[config.mk]
export PLATFORM = sky130hd
export DESIGN_NAME = traffic_light_actuated_flat
export DESIGN_NICKNAME = d
export VERILOG_FILES = /design/src/rtl/traffic_light_actuated_if.sv /design/src/rtl/traffic_light_actuated.sv /design/src/flat_wrapper.sv
export SDC_FILE = /design/constraint.sdc
export NUM_CORES = 1
export LEC_CHECK = 0
export CAP_MARGIN = 0
export CORE_MARGIN = 4
export CORE_UTILIZATION = 45
export DETAILED_ROUTE_END_ITERATION = 12
export PLACE_DENSITY_LB_ADDON = 0.12
export SYNTH_ARGS = -nofsm -noshare
export SYNTH_HDL_FRONTEND = slang
export SYNTH_SLANG_ARGS = --single-unit
[constraint.sdc]
create_clock -name CLK -period 2.74 [get_ports CLK]
set_input_delay 0.548 -clock CLK [delete_from_list [all_inputs] [get_ports CLK]]
set_output_delay 0.548 -clock CLK [all_outputs]
set_load 0.005 [all_outputs]
[src/rtl/traffic_light_actuated_if.sv]
// Sensor, request and lamp signals of the actuated two-road controller.
// The master modport drives the inputs; the controller uses the slave modport.
interface traffic_light_actuated_if;
    logic       SA;
    logic       SB;
    logic       PREQ_A;
    logic       PREQ_B;
    logic       NIGHT;
    logic [1:0] A;
    logic [1:0] B;
    logic [1:0] PA;
    logic [1:0] PB;

    modport master (
        output SA, SB, PREQ_A, PREQ_B, NIGHT,
        input  A, B, PA, PB
    );

    modport slave (
        input  SA, SB, PREQ_A, PREQ_B, NIGHT,
        output A, B, PA, PB
    );
endinterface

[src/rtl/traffic_light_actuated.sv]
// Actuated two-road intersection controller with latched demand, green extension,
// pedestrian walk/flashing signals and a night flashing mode.
module traffic_light_actuated #(
    parameter int unsigned CNT_W       = 5,
    parameter int unsigned T_GREEN_MIN = 14,
    parameter int unsigned T_GREEN_MAX = 30,
    parameter int unsigned T_YELLOW    = 5,
    parameter int unsigned T_ALL_RED   = 3,
    parameter int unsigned T_WALK      = 8
) (
    input logic                     CLK,
    input logic                     RST,
    traffic_light_actuated_if.slave bus
);

    localparam logic [1:0] RED    = 2'b00;
    localparam logic [1:0] YELLOW = 2'b01;
    localparam logic [1:0] GREEN  = 2'b10;
    localparam logic [1:0] BLINK  = 2'b11;

    localparam logic [2:0] A_GREEN  = 3'd0;
    localparam logic [2:0] A_YELLOW = 3'd1;
    localparam logic [2:0] AR_AB    = 3'd2;
    localparam logic [2:0] B_GREEN  = 3'd3;
    localparam logic [2:0] B_YELLOW = 3'd4;
    localparam logic [2:0] AR_BA    = 3'd5;
    localparam logic [2:0] FLASH    = 3'd6;

    localparam logic [CNT_W-1:0] GMIN_LAST = CNT_W'(T_GREEN_MIN - 1);
    localparam logic [CNT_W-1:0] GMAX_LAST = CNT_W'(T_GREEN_MAX - 1);
    localparam logic [CNT_W-1:0] YEL_LAST  = CNT_W'(T_YELLOW - 1);
    localparam logic [CNT_W-1:0] AR_LAST   = CNT_W'(T_ALL_RED - 1);
    localparam logic [CNT_W-1:0] WALK_LEN  = CNT_W'(T_WALK);

    logic [2:0]       state_q, state_d;
    logic [CNT_W-1:0] count_q, count_d;
    logic             dem_a_q, dem_a_d;
    logic             dem_b_q, dem_b_d;
    logic [1:0]       a_d, b_d, pa_d, pb_d;
    logic             req_a, req_b;
    logic             want_b, want_a;

    assign req_a = bus.SA | bus.PREQ_A;
    assign req_b = bus.SB | bus.PREQ_B;

    // A request arriving this cycle counts as demand at once, as if already latched.
    assign want_b = dem_b_q | req_b | bus.NIGHT;
    assign want_a = dem_a_q | req_a | bus.NIGHT;

    always_comb begin
        state_d = state_q;
        unique case (state_q)
            A_GREEN: begin
                if (count_q >= GMIN_LAST && want_b && (!bus.SA || count_q >= GMAX_LAST)) begin
                    state_d = A_YELLOW;
                end
            end
            A_YELLOW: if (count_q == YEL_LAST) state_d = AR_AB;
            AR_AB:    if (count_q == AR_LAST) state_d = bus.NIGHT ? FLASH : B_GREEN;
            B_GREEN: begin
                if (count_q >= GMIN_LAST && want_a && (!bus.SB || count_q >= GMAX_LAST)) begin
                    state_d = B_YELLOW;
                end
            end
            B_YELLOW: if (count_q == YEL_LAST) state_d = AR_BA;
            AR_BA:    if (count_q == AR_LAST) state_d = bus.NIGHT ? FLASH : A_GREEN;
            FLASH:    if (!bus.NIGHT) state_d = AR_BA;
            default:  state_d = A_GREEN;
        endcase
    end

    always_comb begin
        if (state_d != state_q) begin
            count_d = '0;
        end else if (count_q == GMAX_LAST) begin
            count_d = count_q;
        end else begin
            count_d = count_q + CNT_W'(1);
        end
    end

    // Entering a green clears that road's latch even if a request arrives on the same edge.
    always_comb begin
        dem_a_d = dem_a_q | req_a;
        dem_b_d = dem_b_q | req_b;
        if (state_d == A_GREEN && state_q != A_GREEN) dem_a_d = 1'b0;
        if (state_d == B_GREEN && state_q != B_GREEN) dem_b_d = 1'b0;
    end

    always_comb begin
        a_d  = RED;
        b_d  = RED;
        pa_d = RED;
        pb_d = RED;
        unique case (state_d)
            A_GREEN: begin
                a_d  = GREEN;
                pa_d = (count_d < WALK_LEN) ? GREEN : BLINK;
            end
            A_YELLOW: a_d = YELLOW;
            B_GREEN: begin
                b_d  = GREEN;
                pb_d = (count_d < WALK_LEN) ? GREEN : BLINK;
            end
            B_YELLOW: b_d = YELLOW;
            FLASH: begin
                a_d = BLINK;
                b_d = BLINK;
            end
            default: ;
        endcase
    end

    always_ff @(posedge CLK) begin
        if (RST) begin
            state_q <= A_GREEN;
            count_q <= '0;
            dem_a_q <= 1'b0;
            dem_b_q <= 1'b0;
            bus.A   <= GREEN;
            bus.B   <= RED;
            bus.PA  <= GREEN;
            bus.PB  <= RED;
        end else begin
            state_q <= state_d;
            count_q <= count_d;
            dem_a_q <= dem_a_d;
            dem_b_q <= dem_b_d;
            bus.A   <= a_d;
            bus.B   <= b_d;
            bus.PA  <= pa_d;
            bus.PB  <= pb_d;
        end
    end

endmodule

[src/flat_wrapper.sv]
// flat-port wrapper written by rule: the top's interface ports become plain ports
module traffic_light_actuated_flat 
#(
    parameter int unsigned CNT_W       = 5,
    parameter int unsigned T_GREEN_MIN = 14,
    parameter int unsigned T_GREEN_MAX = 30,
    parameter int unsigned T_YELLOW    = 5,
    parameter int unsigned T_ALL_RED   = 3,
    parameter int unsigned T_WALK      = 8
)
  (CLK, RST, bus_SA, bus_SB, bus_PREQ_A, bus_PREQ_B, bus_NIGHT, bus_A, bus_B, bus_PA, bus_PB);
  traffic_light_actuated_if bus_i ();
  input logic CLK;
  input logic RST;
  input wire logic [$bits(bus_i.SA)-1:0] bus_SA;
  input wire logic [$bits(bus_i.SB)-1:0] bus_SB;
  input wire logic [$bits(bus_i.PREQ_A)-1:0] bus_PREQ_A;
  input wire logic [$bits(bus_i.PREQ_B)-1:0] bus_PREQ_B;
  input wire logic [$bits(bus_i.NIGHT)-1:0] bus_NIGHT;
  output wire logic [$bits(bus_i.A)-1:0] bus_A;
  output wire logic [$bits(bus_i.B)-1:0] bus_B;
  output wire logic [$bits(bus_i.PA)-1:0] bus_PA;
  output wire logic [$bits(bus_i.PB)-1:0] bus_PB;
  assign bus_i.SA = bus_SA;
  assign bus_i.SB = bus_SB;
  assign bus_i.PREQ_A = bus_PREQ_A;
  assign bus_i.PREQ_B = bus_PREQ_B;
  assign bus_i.NIGHT = bus_NIGHT;
  assign bus_A = bus_i.A;
  assign bus_B = bus_i.B;
  assign bus_PA = bus_i.PA;
  assign bus_PB = bus_i.PB;
  traffic_light_actuated #(.CNT_W(CNT_W), .T_GREEN_MIN(T_GREEN_MIN), .T_GREEN_MAX(T_GREEN_MAX), .T_YELLOW(T_YELLOW), .T_ALL_RED(T_ALL_RED), .T_WALK(T_WALK)) u_core (.CLK(CLK), .RST(RST), .bus(bus_i));
endmodule
Word level (Yosys, flattened, before mapping) --
Cells that the tools add are included.
Cells by class: reduce and logical (&&, ||, !) cells 17, order comparisons 3, bitwise operators 8, mux-type cells 16, eq/ne operators 15, add/subtract/negate cells 1
Operator list (count):
- 2-to-1 mux 3 bit | 9
- case mux 3 bit (7 select lines) | 1
- equality test 3 bit (second input constant) | 5
- case mux 2 bit (3 select lines) | 2
- 2-to-1 mux 5 bit | 2
- equality test 3 x 2 -> 1 bit (second input constant) | 3
- OR reduction 2 bit | 4
- equality test 3 x 1 -> 1 bit (second input constant) | 2
- logical AND 1 bit | 6
- zero test 3 bit | 2
- OR 1 bit | 6
- adder 5 x 1 -> 5 bit (second input constant) | 1
- equality test 5 x 2 -> 1 bit (second input constant) | 1
- equality test 5 x 3 -> 1 bit (second input constant) | 1
- equality test 5 bit (second input constant) | 1
- greater-or-equal comparator 5 x 4 -> 1 bit (second input constant) | 1
- greater-or-equal comparator 5 bit (second input constant) | 1
- less-than comparator 5 x 4 -> 1 bit (second input constant) | 1
- != test 3 x 2 -> 1 bit (second input constant) | 1
- != test 3 bit | 1
- nonzero test 3 bit | 1
- zero test 1 bit | 2
- logical OR 1 bit | 2
- 2-to-1 mux 2 bit | 1
- 2 further kinds | 3
Storage, ports and cells: input port bits 7, output and inout port bits 8, bits in registers 18

Depth between registers and ports, before layout --
depth in word-level cells 12, depth in mapped cells 8, gate-level depth less buffers 8

Worst setup path before layout --
OpenSTA, ideal clock, no wires.
path type register -> register, start point register u_core.count_q[1], end point register u_core.bus.A[1], arrival 2.161 ns, required time 2.674 ns, buffers on the path 0, library setup time 0.066 ns, slack 0.513 ns, clock period less this slack 2.227 ns, cell stages (with the launch flop) 9, path through dfxtp_1 > inv_1 > ha_1 > o311ai_2 > a211oi_2 > or4_1 > o311a_2 > or2_4 > a2bb2oi_2
On the way: longest elaborated chain between the ends 7, elaborated cells on any way between the ends 21, those cells by class order compare: 2; eq/ne: 4; mux: 8; reduce/logical: 7
Ends and longest elaborated chain:
- from (decl) | RTL line traffic_light_actuated.sv:36 | logic [CNT_W-1:0] count_q, count_d;
- from (signal assigned) | RTL line traffic_light_actuated.sv:126 | count_q <= count_d;
- greater-or-equal comparator 5 x 4 -> 1 bit / greater-or-equal comparator 5 bit (equally long branches) | RTL line traffic_light_actuated.sv:54, traffic_light_actuated.sv:61
- logical AND 1 bit (tied with other cells) | RTL line traffic_light_actuated.sv:61 | if (count_q >= GMIN_LAST && want_a && (!bus.SB || count_q >= GMAX_LAST)) begin
- logical AND 1 bit (on tied branches) | RTL line traffic_light_actuated.sv:61, traffic_light_actuated.sv:54
- 2-to-1 mux 3 bit (on tied branches) | RTL line traffic_light_actuated.sv:61, traffic_light_actuated.sv:54
- case mux 3 bit (7 select lines) * | RTL line traffic_light_actuated.sv:52 | unique case (state_q)
- equality test 3 bit (tied with other cells) | RTL line traffic_light_actuated.sv:95 | unique case (state_d)
- case mux 2 bit (3 select lines) * | RTL line traffic_light_actuated.sv:95
- to (signal assigned) | RTL line traffic_light_actuated.sv:120 | bus.A <= GREEN;
- to (signal assigned) | RTL line traffic_light_actuated.sv:129 | bus.A <= a_d;
- to (decl) | RTL line traffic_light_actuated_if.sv:21 | output A, B, PA, PB
Mark *: on every way between the ends. The rest lies on a longest branch, timed or not. A chain may end at the register's enable or synchronous reset.

Worst setup path in the final report --
Ends and elaborated chain as after synthesis.

==> results.cfg <==
[synth]
async_flop_share_pct = 0
ys_seq_area_share_pct = 36.3
synth_edf_count = 0
synth.most_common_cell = dfxtp_1
synth_top_area_share_pct = 36.3
synth-seq-cells = 18
synth_area_leaders = dfxtp_1, ha_1, nor2_1
synthFlopType = dfxtp_1
syn_inst = 109
synth_area_leader_cell = dfxtp_1
synth.distinct_cells = 44
ys_warn_count = 0
synth_common_cells = dfxtp_1, nor2_1
synth_nets = 120
netlist_area_um2 = 992
syn_avg_cell_area_um2 = 9.10

[sta]
worst_pin_slew_ps = 561
setup_viol = 0
timing.setup.tns_ps = 0
period_minus_slack_ps = 2470
period_share_pct = 90.2
drv_slew = 0
max_freq_mhz = 405
fin_skew_ps = 4.45
rsz0062_at_grt = false
max_slew_margin_pct = 62.1
finalHoldViolations = 0

[clocking]
htree_num_levels = 1
clk_pin_slew_ps = 110
cts_tree = yes
cts_buffers = 3
holdBufCountCts = 0
clk_latency_ps = 290
post-cts-setup-buffers = 0
root_buffer = clkbuf_4
cts_sinks = 18
ctsResizeCount = 0
clk_path_buf_depth = 2

[floorplan]
dieHeight_um = 55.0
fp.dieW_um = 55.0
dieArea_mm2 = 0.00302
rows = 16
start_util_pct = 49.1
ios = 15
coreArea_mm2 = 0.00202

[setup_path]
required_ps = 2970
r2r_slack_ps = 270
cp_max_fo = 7
end_kind = flop
rr_worst_depth = 8
crit-reg2reg-capture = u_core.bus.A[1]
worstPathArrival_ps = 2700
r2r_start = u_core.count_q[1]
start_kind = flop
setup.worst_path.class = flop to flop

[min_path]
hold_path_end = u_core.dem_a_q
min_from = u_core.dem_a_q
hold_path.class = flop to flop
hold_depth = 2

[final_layout]
fin_nets = 138
drive_gt1_share_pct = 15.1
design_area_mm2 = 0.00121
diodes = 0
syn2layout_area_growth_pct = 21.8

[drt]
viasPerCell = 5.67
vias = 868
routed_wl_um = 2140
drc = 0
first_pass_iters = 4
detail-route-antenna-nets = 0
drt_iter0_drc = 17
wl_per_cell_um = 14.0

[global_routing]
grt_max_degree = 15
grt_pass1_vias = 839
gr-usage-all-layers_pct = 16.9
grt_pass1_wl_um = 3720
grt-ovfl-total = 0
antenna_found_initial = 0

[placed_design]
io_buffers = 14
placed_area_mm2 = 0.00117
routabilityCongestion = 0.882
dp_hpwl_um = 1600

[run]
drv_cap = 0

[outcome]
status = finished clean

[power]
cellPowerDensity_mw_per_mm2 = 683
ir_drop_v = 0.000351
p_leak_nw = 0.458
[flip-flops by register name, indices dropped and copies added (netlist names)]
name	cells
u_core.dem_a_q	1
u_core.bus.PA	2
u_core.state_q	3
u_core.bus.A	2
u_core.dem_b_q	1
u_core.count_q	5
u_core.bus.PB	2
u_core.bus.B	2
[logic make-up after synthesis]
group	count (synthesis)	share of synthesized area (%)
AO/OA/AOI/OAI	31	26.2
XOR/XNOR	1	0.883
adder cells (fa/ha/maj)	4	5.04
buffers and inverters	9	3.53
flip-flops	18	36.3
AND/OR/NAND/NOR	46	28.0
[where the power goes]
group	leakage, nW	internal [mW]	switching, mW
logic	0.291	0.147	0.146
clock network	0.0210	0.0808	0.0827
registers	0.147	0.308	0.0617
[area by class of cell]
class / count / area, um2
Multi-Input combinational cell: 82 / 597
Timing Repair Buffer: 17 / 163
Fill cell: 187 / 813
Sequential cell: 18 / 360
Tap cell: 27 / 33.8
Clock buffer: 4 / 36.3
Inverter: 5 / 18.8
[layer usage]
| layer | routed length, um | track usage (%) | vias to the layer above |
|---|---|---|---|
| met5 | 0 | 0 | - |
| met1 | 1050 | 24.1 | 400 |
| met3 | 131 | 3.22 | 2 |
| met4 | 12 | 6.88 | 0 |
| met2 | 950 | 25.0 | 26 |
| li1 | - | - | 440 |
[per-stage QoR]
stage / hold slack [ps] / power [mW] / instances / utilization, % / setup WS (ps)
after CTS: 580 / 0.833 / 153 / 59.8 / 276
final: 580 / 0.826 / 153 / 59.8 / 269
after floorplan: 535 / 0.564 / 109 / - / 513
after global placement: 571 / 0.665 / 149 / 58.0 / 146
after detailed placement: 567 / 0.669 / 149 / 58.0 / 113
after global routing: 592 / 0.895 / 153 / 59.8 / 48.6
[worst max-delay path, stage by stage (launching register included)]
cell and delay (ps):
dfxtp_1 460, inv_1 110, ha_1 260, o311ai_2 340, a211oi_2 160, or4_1 490, o311a_2 190, or2_4 280
a2bb2oi_2 120
[placed cells by master, fill, tap and decap left out, drive strengths merged, types with 2 or more instances in the layout]
cell | netlist | final
dfxtp | 18 | 18
clkdlybuf4s50 | 0 | 14
nor2 | 12 | 12
nor3 | 6 | 6
inv | 5 | 5
nor2b | 5 | 5
a31oi | 5 | 5
nand3 | 5 | 5
a21oi | 5 | 5
ha | 4 | 4
clkbuf | 3 | 4
o21a | 3 | 3
nand2 | 3 | 3
buf | 1 | 3
nand2b | 2 | 2
and3 | 2 | 2
o211ai | 2 | 2
nand4 | 2 | 2
a2bb2oi | 2 | 2
o21ai | 2 | 2
nor4 | 2 | 2
a211oi | 2 | 2
[how the worst max path moves through the flow]
stage / endpoint / slack (ps) / start / cells after the start
after global placement: u_core.bus.A[1] / 150 / bus_NIGHT / 7
final: u_core.bus.A[1] / 270 / u_core.count_q[1] / 8
after detailed placement: u_core.bus.PA[0] / 110 / bus_SB / 7
after CTS: u_core.bus.A[1] / 280 / u_core.count_q[1] / 8
after floorplan: u_core.bus.A[1] / 510 / u_core.count_q[1] / 8
after global routing: u_core.bus.PA[0] / 50 / u_core.count_q[1] / 8
No activity file was read; power rests on OpenSTA's default activity.
